$ cat config.mk
export PLATFORM = sky130hd
export DESIGN_NAME = sprite_engine
export DESIGN_NICKNAME = d
export VERILOG_FILES = /design/src/rtl/vga_pkg.sv /design/src/rtl/sprite_slot.sv /design/src/rtl/sprite_engine.sv
export SDC_FILE = /design/constraint.sdc
export NUM_CORES = 1
export LEC_CHECK = 0
export CORE_ASPECT_RATIO = 1.1
export CORE_MARGIN = 2
export CORE_UTILIZATION = 50
export CTS_CLUSTER_DIAMETER = 80
export CTS_CLUSTER_SIZE = 28
export DETAILED_ROUTE_END_ITERATION = 10
export PLACE_DENSITY = 0.68
export SLEW_MARGIN = 15
export SYNTH_ARGS = -nofsm -noshare
export SYNTH_HDL_FRONTEND = slang
export SYNTH_SLANG_ARGS = --single-unit
export TNS_END_PERCENT = 30
$ cat constraint.sdc
create_clock -name CLK_100MHz -period 13.79 [get_ports CLK_100MHz]
set_input_delay 2.758 -clock CLK_100MHz [delete_from_list [all_inputs] [get_ports CLK_100MHz]]
set_output_delay 2.758 -clock CLK_100MHz [all_outputs]
set_load 0.1 [all_outputs]
$ cat src/rtl/vga_pkg.sv
`default_nettype none
// +--------------------------------------------------------------------------+
// | vga_pkg : visible-area constants, sprite config record, axis step helper  |
// | Revision: 1.0                                                            |
// +--------------------------------------------------------------------------+
package vga_pkg;

  localparam int H_ACTIVE = 640;
  localparam int V_ACTIVE = 480;
  localparam int COORD_W  = 11;
  localparam int SIZE_W   = 9;
  localparam int DEL_W    = 5;
  localparam int COLOR_W  = 4;
  localparam int AXIS_W   = COORD_W + 1;

  typedef struct packed {
    logic [COORD_W-1:0] x;
    logic [COORD_W-1:0] y;
    logic [SIZE_W-1:0]  x_size;
    logic [SIZE_W-1:0]  y_size;
    logic [DEL_W-1:0]   del_x;
    logic [DEL_W-1:0]   del_y;
    logic [COLOR_W-1:0] red;
    logic [COLOR_W-1:0] green;
    logic [COLOR_W-1:0] blue;
  } sprite_cfg_t;

  typedef struct packed {
    logic [COORD_W-1:0] pos;
    logic               dir;
  } axis_t;

  // One bounce step along an axis; signed so a step past 0 clamps cleanly.
  function automatic axis_t axis_step(
    input logic [COORD_W-1:0] pos,
    input logic [SIZE_W-1:0]  size,
    input logic [DEL_W-1:0]   del,
    input logic               dir,
    input logic [COORD_W-1:0] limit
  );
    logic signed [AXIS_W-1:0] p, s, d, lim, n;
    axis_t r;
    p   = signed'({1'b0, pos});
    s   = signed'({{(AXIS_W-SIZE_W){1'b0}}, size});
    d   = signed'({{(AXIS_W-DEL_W){1'b0}}, del});
    lim = signed'({1'b0, limit}) - s;
    r.pos = pos;
    r.dir = dir;
    if (!dir) begin
      n = p + d;
      if (n >= lim) begin
        r.pos = lim[COORD_W-1:0];
        r.dir = 1'b1;
      end else begin
        r.pos = n[COORD_W-1:0];
      end
    end else begin
      n = p - d;
      if (n <= 0) begin
        r.pos = '0;
        r.dir = 1'b0;
      end else begin
        r.pos = n[COORD_W-1:0];
      end
    end
    return r;
  endfunction

endpackage
`default_nettype wire

$ cat src/rtl/sprite_slot.sv
`default_nettype none
// +--------------------------------------------------------------------------+
// | sprite_slot : one sprite's registers, bounce motion and pixel hit test    |
// | Revision: 1.0                                                            |
// +--------------------------------------------------------------------------+
module sprite_slot
  import vga_pkg::*;
#(
  parameter int H_MAX = H_ACTIVE,
  parameter int V_MAX = V_ACTIVE
) (
  input  logic                   clk_i,
  input  logic                   rst_ni,
  input  logic                   cfg_we_i,
  input  logic                   tick_i,
  input  sprite_cfg_t            cfg_i,
  input  logic [COORD_W-1:0]     x_i,
  input  logic [COORD_W-1:0]     y_i,
  input  logic                   blank_i,
  output logic                   hit_o,
  output logic [3*COLOR_W-1:0]   rgb_o
);

  logic        en_q, en_d;
  logic        dir_x_q, dir_x_d;
  logic        dir_y_q, dir_y_d;
  sprite_cfg_t cfg_q, cfg_d;
  axis_t       w_step_x, w_step_y;
  logic [AXIS_W-1:0] w_x_end, w_y_end;

  assign w_step_x = axis_step(cfg_q.x, cfg_q.x_size, cfg_q.del_x, dir_x_q, COORD_W'(H_MAX));
  assign w_step_y = axis_step(cfg_q.y, cfg_q.y_size, cfg_q.del_y, dir_y_q, COORD_W'(V_MAX));

  // A load in the same cycle as a tick takes priority and suppresses the move.
  always_comb begin
    en_d    = en_q;
    dir_x_d = dir_x_q;
    dir_y_d = dir_y_q;
    cfg_d   = cfg_q;
    if (cfg_we_i) begin
      cfg_d   = cfg_i;
      en_d    = 1'b1;
      dir_x_d = 1'b0;
      dir_y_d = 1'b0;
    end else if (tick_i && en_q) begin
      cfg_d.x = w_step_x.pos;
      cfg_d.y = w_step_y.pos;
      dir_x_d = w_step_x.dir;
      dir_y_d = w_step_y.dir;
    end
  end

  always_ff @(posedge clk_i or negedge rst_ni) begin
    if (!rst_ni) begin
      en_q    <= 1'b0;
      dir_x_q <= 1'b0;
      dir_y_q <= 1'b0;
      cfg_q   <= '0;
    end else begin
      en_q    <= en_d;
      dir_x_q <= dir_x_d;
      dir_y_q <= dir_y_d;
      cfg_q   <= cfg_d;
    end
  end

  assign w_x_end = {1'b0, cfg_q.x} + {{(AXIS_W-SIZE_W){1'b0}}, cfg_q.x_size};
  assign w_y_end = {1'b0, cfg_q.y} + {{(AXIS_W-SIZE_W){1'b0}}, cfg_q.y_size};

  assign hit_o = en_q && !blank_i
              && (x_i >= cfg_q.x) && ({1'b0, x_i} < w_x_end)
              && (y_i >= cfg_q.y) && ({1'b0, y_i} < w_y_end);
  assign rgb_o = {cfg_q.red, cfg_q.green, cfg_q.blue};

endmodule
`default_nettype wire

$ cat src/rtl/sprite_engine.sv
`default_nettype none
// +--------------------------------------------------------------------------+
// | sprite_engine : NUM_SPRITES bouncing rectangles, priority compositing     |
// | Revision: 1.0                                                            |
// +--------------------------------------------------------------------------+
module sprite_engine #(
  parameter int NUM_SPRITES = 4,
  parameter int COLOR_W     = vga_pkg::COLOR_W,
  parameter int COORD_W     = vga_pkg::COORD_W,
  parameter int SIZE_W      = vga_pkg::SIZE_W,
  parameter int DEL_W       = vga_pkg::DEL_W,
  parameter int H_ACTIVE    = vga_pkg::H_ACTIVE,
  parameter int V_ACTIVE    = vga_pkg::V_ACTIVE
) (
  input  logic               CLK_100MHz,
  input  logic               Reset,
  input  logic [COORD_W-1:0] X,
  input  logic [COORD_W-1:0] Y,
  input  logic               Blank,
  input  logic               Tick,
  input  logic               CfgWe,
  input  logic [3:0]         CfgIdx,
  input  logic [COORD_W-1:0] CfgX,
  input  logic [COORD_W-1:0] CfgY,
  input  logic [SIZE_W-1:0]  CfgXSize,
  input  logic [SIZE_W-1:0]  CfgYSize,
  input  logic [DEL_W-1:0]   CfgDelX,
  input  logic [DEL_W-1:0]   CfgDelY,
  input  logic [COLOR_W-1:0] CfgRed,
  input  logic [COLOR_W-1:0] CfgGreen,
  input  logic [COLOR_W-1:0] CfgBlue,
  output logic [COLOR_W-1:0] RED,
  output logic [COLOR_W-1:0] GREEN,
  output logic [COLOR_W-1:0] BLUE,
  output logic               Hit,
  output logic [3:0]         HitIdx,
  output logic               Collision,
  output logic               FrameCollision
);

  vga_pkg::sprite_cfg_t     w_cfg;
  logic [NUM_SPRITES-1:0]   w_hits;
  logic [3*COLOR_W-1:0]     w_rgb [NUM_SPRITES];
  logic                     w_any;
  logic [3:0]               w_idx;
  logic [3*COLOR_W-1:0]     w_sel;
  logic [4:0]               w_cnt;
  logic                     w_coll;

  logic [3*COLOR_W-1:0]     rgb_q;
  logic                     hit_q, coll_q, fcoll_q;
  logic [3:0]               idx_q;

  always_comb begin
    w_cfg        = '0;
    w_cfg.x      = CfgX;
    w_cfg.y      = CfgY;
    w_cfg.x_size = CfgXSize;
    w_cfg.y_size = CfgYSize;
    w_cfg.del_x  = CfgDelX;
    w_cfg.del_y  = CfgDelY;
    w_cfg.red    = CfgRed;
    w_cfg.green  = CfgGreen;
    w_cfg.blue   = CfgBlue;
  end

  for (genvar i = 0; i < NUM_SPRITES; i++) begin : g_slot
    sprite_slot #(
      .H_MAX (H_ACTIVE),
      .V_MAX (V_ACTIVE)
    ) u_slot (
      .clk_i    (CLK_100MHz),
      .rst_ni   (Reset),
      .cfg_we_i (CfgWe && (CfgIdx == 4'(i))),
      .tick_i   (Tick),
      .cfg_i    (w_cfg),
      .x_i      (X),
      .y_i      (Y),
      .blank_i  (Blank),
      .hit_o    (w_hits[i]),
      .rgb_o    (w_rgb[i])
    );
  end

  // Scan high to low so the lowest hitting index is the last one written.
  always_comb begin
    w_any = 1'b0;
    w_idx = '0;
    w_sel = '0;
    w_cnt = '0;
    for (int i = NUM_SPRITES - 1; i >= 0; i--) begin
      if (w_hits[i]) begin
        w_any = 1'b1;
        w_idx = 4'(i);
        w_sel = w_rgb[i];
      end
      w_cnt = w_cnt + {4'd0, w_hits[i]};
    end
    w_coll = (w_cnt >= 5'd2);
  end

  always_ff @(posedge CLK_100MHz or negedge Reset) begin
    if (!Reset) begin
      rgb_q   <= '0;
      hit_q   <= 1'b0;
      idx_q   <= '0;
      coll_q  <= 1'b0;
      fcoll_q <= 1'b0;
    end else begin
      rgb_q   <= w_sel;
      hit_q   <= w_any;
      idx_q   <= w_idx;
      coll_q  <= w_coll;
      fcoll_q <= w_coll | (fcoll_q & ~Tick);
    end
  end

  assign RED            = rgb_q[3*COLOR_W-1:2*COLOR_W];
  assign GREEN          = rgb_q[2*COLOR_W-1:COLOR_W];
  assign BLUE           = rgb_q[COLOR_W-1:0];
  assign Hit            = hit_q;
  assign HitIdx         = idx_q;
  assign Collision      = coll_q;
  assign FrameCollision = fcoll_q;

endmodule
`default_nettype wire

==> impl_metrics.yaml <==
power_and_ir_drop:
  ir_drop_v: 0.000145
  leakage_nw: 14.3
  powerDensity_mw_per_mm2: 241
synthesis:
  yosysWarnings: 0
  ys_types: 105
  synthArstFlopShare_pct: 100
  syn_area_mm2: 0.0280
  syn_inst: 3438
  synth_seq_cells: 277
  synth_seq_area_share_pct: 24.8
  synth_edf_count: 0
  avgSynthCellArea_um2: 8.13
  synth_flop_cell: "dfrtp_1"
placement:
  placed_cells: 4174
  portBuffers: 109
  place_congestion: 0.963
  hpwl_um: 68100
setup_path:
  cp-endpoint: "FrameCollision$_DFF_PN0_"
  slowest_delay_ps: 790
  crit_cells: 13
  crit_type: "input port to flip-flop"
  path_cells: "clkdlybuf4s50_1, ha_1, a21oi_1, nor2b_1, a2111oi_0, o21ai_0, a221o_1, o311ai_0, o311a_1, buf_4, fa_1, a21o_1, a21o_1"
  cp_num_buf_inv: 2
  required_ps: 14290
  r2r-start: "g_slot[1].u_slot.cfg_q[41]$_DFFE_PN0P_"
  path_max_fanout: 28
  cpMostUsedCell: "a21o_1"
  r2r_slack_ps: 8550
  endpoint_kind: "flip-flop"
  rr_worst_depth: 20
  regToRegEndpoint: "FrameCollision$_DFF_PN0_"
  crit_family: "compound AO/OA/AOI/OAI gates"
  slowest_stage: "clkdlybuf4s50_1"
  worstPathArrival_ps: 6650
  crit_start: "Y[4]"
  startpoint_type: "input port"
floorplan:
  die_y_um: 252
  row_count: 90
  core_mm2: 0.0551
  die-width_um: 229
  ios: 112
  start_util_pct: 50.8
  die-area_mm2: 0.0578
sta:
  finalClockSkew_ps: 26.8
  rsz0062_at_grt: "no"
  final-max-slew-violation-count: 0
  relSlewSlack_pct: 28.4
  maxClockFrequency_mhz: 163
  worst_pin_slew_ps: 1070
  min_period_ps: 6150
  hold_violations: 0
  fin_setup_tns_ps: 0
  setup_violations: 0
  min_period_over_period_pct: 44.6
cts:
  tritoncts: "done"
  cts_hold_buf: 0
  post_cts_buffers: 0
  cts_resized: 0
  cts-root-buf: "clkbuf_16"
  numCtsBuffers: 26
  clock_path_buffers: 3
  htree_levels: 1
  clk_latency_ps: 600
  clock-sinks: 277
  clkTransAtPathRegs_ps: 110
layout:
  nets: 4000
  antenna_cells: 0
  syn_to_final_growth_pct: 9.84
  multiInputGateArea_mm2: 0.0195
  layout.cells.non_filler: 4222
  fillers: 5103
  final_common_cell: "nand2_1"
  regArea_mm2: 0.00693
  layout_common_cells: "524 x nand2_1, 416 x ha_1, 277 x dfrtp_1"
  drive_gt1_share_pct: 4.48
hold_path:
  hold_path_class: "flip-flop to flip-flop"
  min_from: "g_slot[0].u_slot.rgb_o[6]$_DFFE_PN0P_"
grt:
  grt_remaining_overflow: 0
  grt_pass1_wl_um: 140000
  grt_use_total_pct: 30.7
  grt_pass1_vias: 24200
  grt_antenna_before_repair: 1
  grt_start_max_net_pins: 111
route:
  drt-total-wl_um: 90100
  vias: 25400
  drc: 0
  drtAntennaViolNets: 0
  wl_per_cell_um: 21.3
  first_pass_iters: 5
  viasPerCell: 6.01
  drtIter0Drc: 2323
flow_run:
  maxCapViolCount: 0
run_status:
  outcome: "complete, no violations"
[per-stage QoR]
stage / setup WS [ps] / hold WS [ps] / power [mW] / util (%) / area (µm²)
3_5_place_dp: 7020 / 462 / 6.43 / 53.8 / 29600
5_1_grt: 7480 / 504 / 8.13 / 55.8 / 30700
4_1_cts: 7660 / 489 / 7.37 / 55.8 / 30700
2_1_floorplan: 8340 / 446 / 5.23 / - / 28000
3_3_place_gp: 7080 / 460 / 6.38 / 53.8 / 29600
6_report: 7640 / 490 / 7.41 / 55.8 / 30700
[worst min-delay path, stage by stage (launching register included)]
cell and delay (ps):
dfrtp_1 360, nand2_1 50, nand2_1 60
[cell usage after synthesis (all sizes together) (68+ instances only)]
master / n / area, µm²
inv: 252 / 946
nor2: 193 / 742
nand3: 96 / 480
nand2b: 76 / 475
nand2: 526 / 1980
ha: 416 / 5200
nor3: 94 / 490
a21oi: 182 / 926
clkbuf: 96 / 362
xnor2: 156 / 1370
o21ai: 253 / 1270
xor2: 68 / 596
dfrtp: 277 / 6930
[power breakdown]
part	internal, mW	switching (mW)
Combinational	2.14	2.87
Sequential	1.06	0.449
Clock	0.418	0.477
Total	3.62	3.80
[per-layer routing]
layer / share of wire [%] / global-route usage [%] / vias to the layer above
li1: - / - / 12200
met1: 45 / 43.5 / 12000
met2: 43 / 47.3 / 925
met3: 8.8 / 5.82 / 176
met4: 3.2 / 9.72 / 2
met5: 0.011 / 0 / -
[how the worst min path moves through the flow]
stage / depth (start not counted) / end / slack [ps]
2_1_floorplan: 2 / g_slot[0].u_slot.rgb_o[0]$_DFFE_PN0P_ / 450
3_3_place_gp: 2 / g_slot[0].u_slot.rgb_o[6]$_DFFE_PN0P_ / 460
3_5_place_dp: 2 / g_slot[0].u_slot.rgb_o[6]$_DFFE_PN0P_ / 460
4_1_cts: 2 / g_slot[0].u_slot.rgb_o[6]$_DFFE_PN0P_ / 490
5_1_grt: 2 / g_slot[1].u_slot.rgb_o[5]$_DFFE_PN0P_ / 500
6_report: 2 / g_slot[0].u_slot.rgb_o[6]$_DFFE_PN0P_ / 490
[flip-flops by register name (all words and copies together) (netlist names)]
register and cells:
g_slot.u_slot.en_q 4, Hit 1, g_slot.u_slot.dir_x_q 4, FrameCollision 1, rgb_q 12, g_slot.u_slot.rgb_o 48, Collision 1, g_slot.u_slot.cfg_q 200
g_slot.u_slot.dir_y_q 4, HitIdx 2
[kinds of logic after synthesis]
| kind of cell | count (synthesis) | share of synthesized area (%) |
|---|---|---|
| AOI/OAI and AO/OA | 886 | 21.2 |
| adders and majority gates | 441 | 20.4 |
| xor gates and xnor gates | 224 | 7.02 |
| muxes | 41 | 1.51 |
| buffers and inverters | 393 | 5.51 |
| and+or+nand+nor | 1175 | 19.5 |
| other | 1 | 0.0134 |
| DFF | 277 | 24.8 |
[cell type report]
type,instances,share of cell area [%]
sequential,277,22.6
timing repair buffer,133,4.16
clock inverter,21,1.34
clock buffer,27,2.20
tap,736,3.00
inverter,259,3.17
multi-input combinational,2769,63.6
No activity file was read; power rests on OpenSTA's default activity.
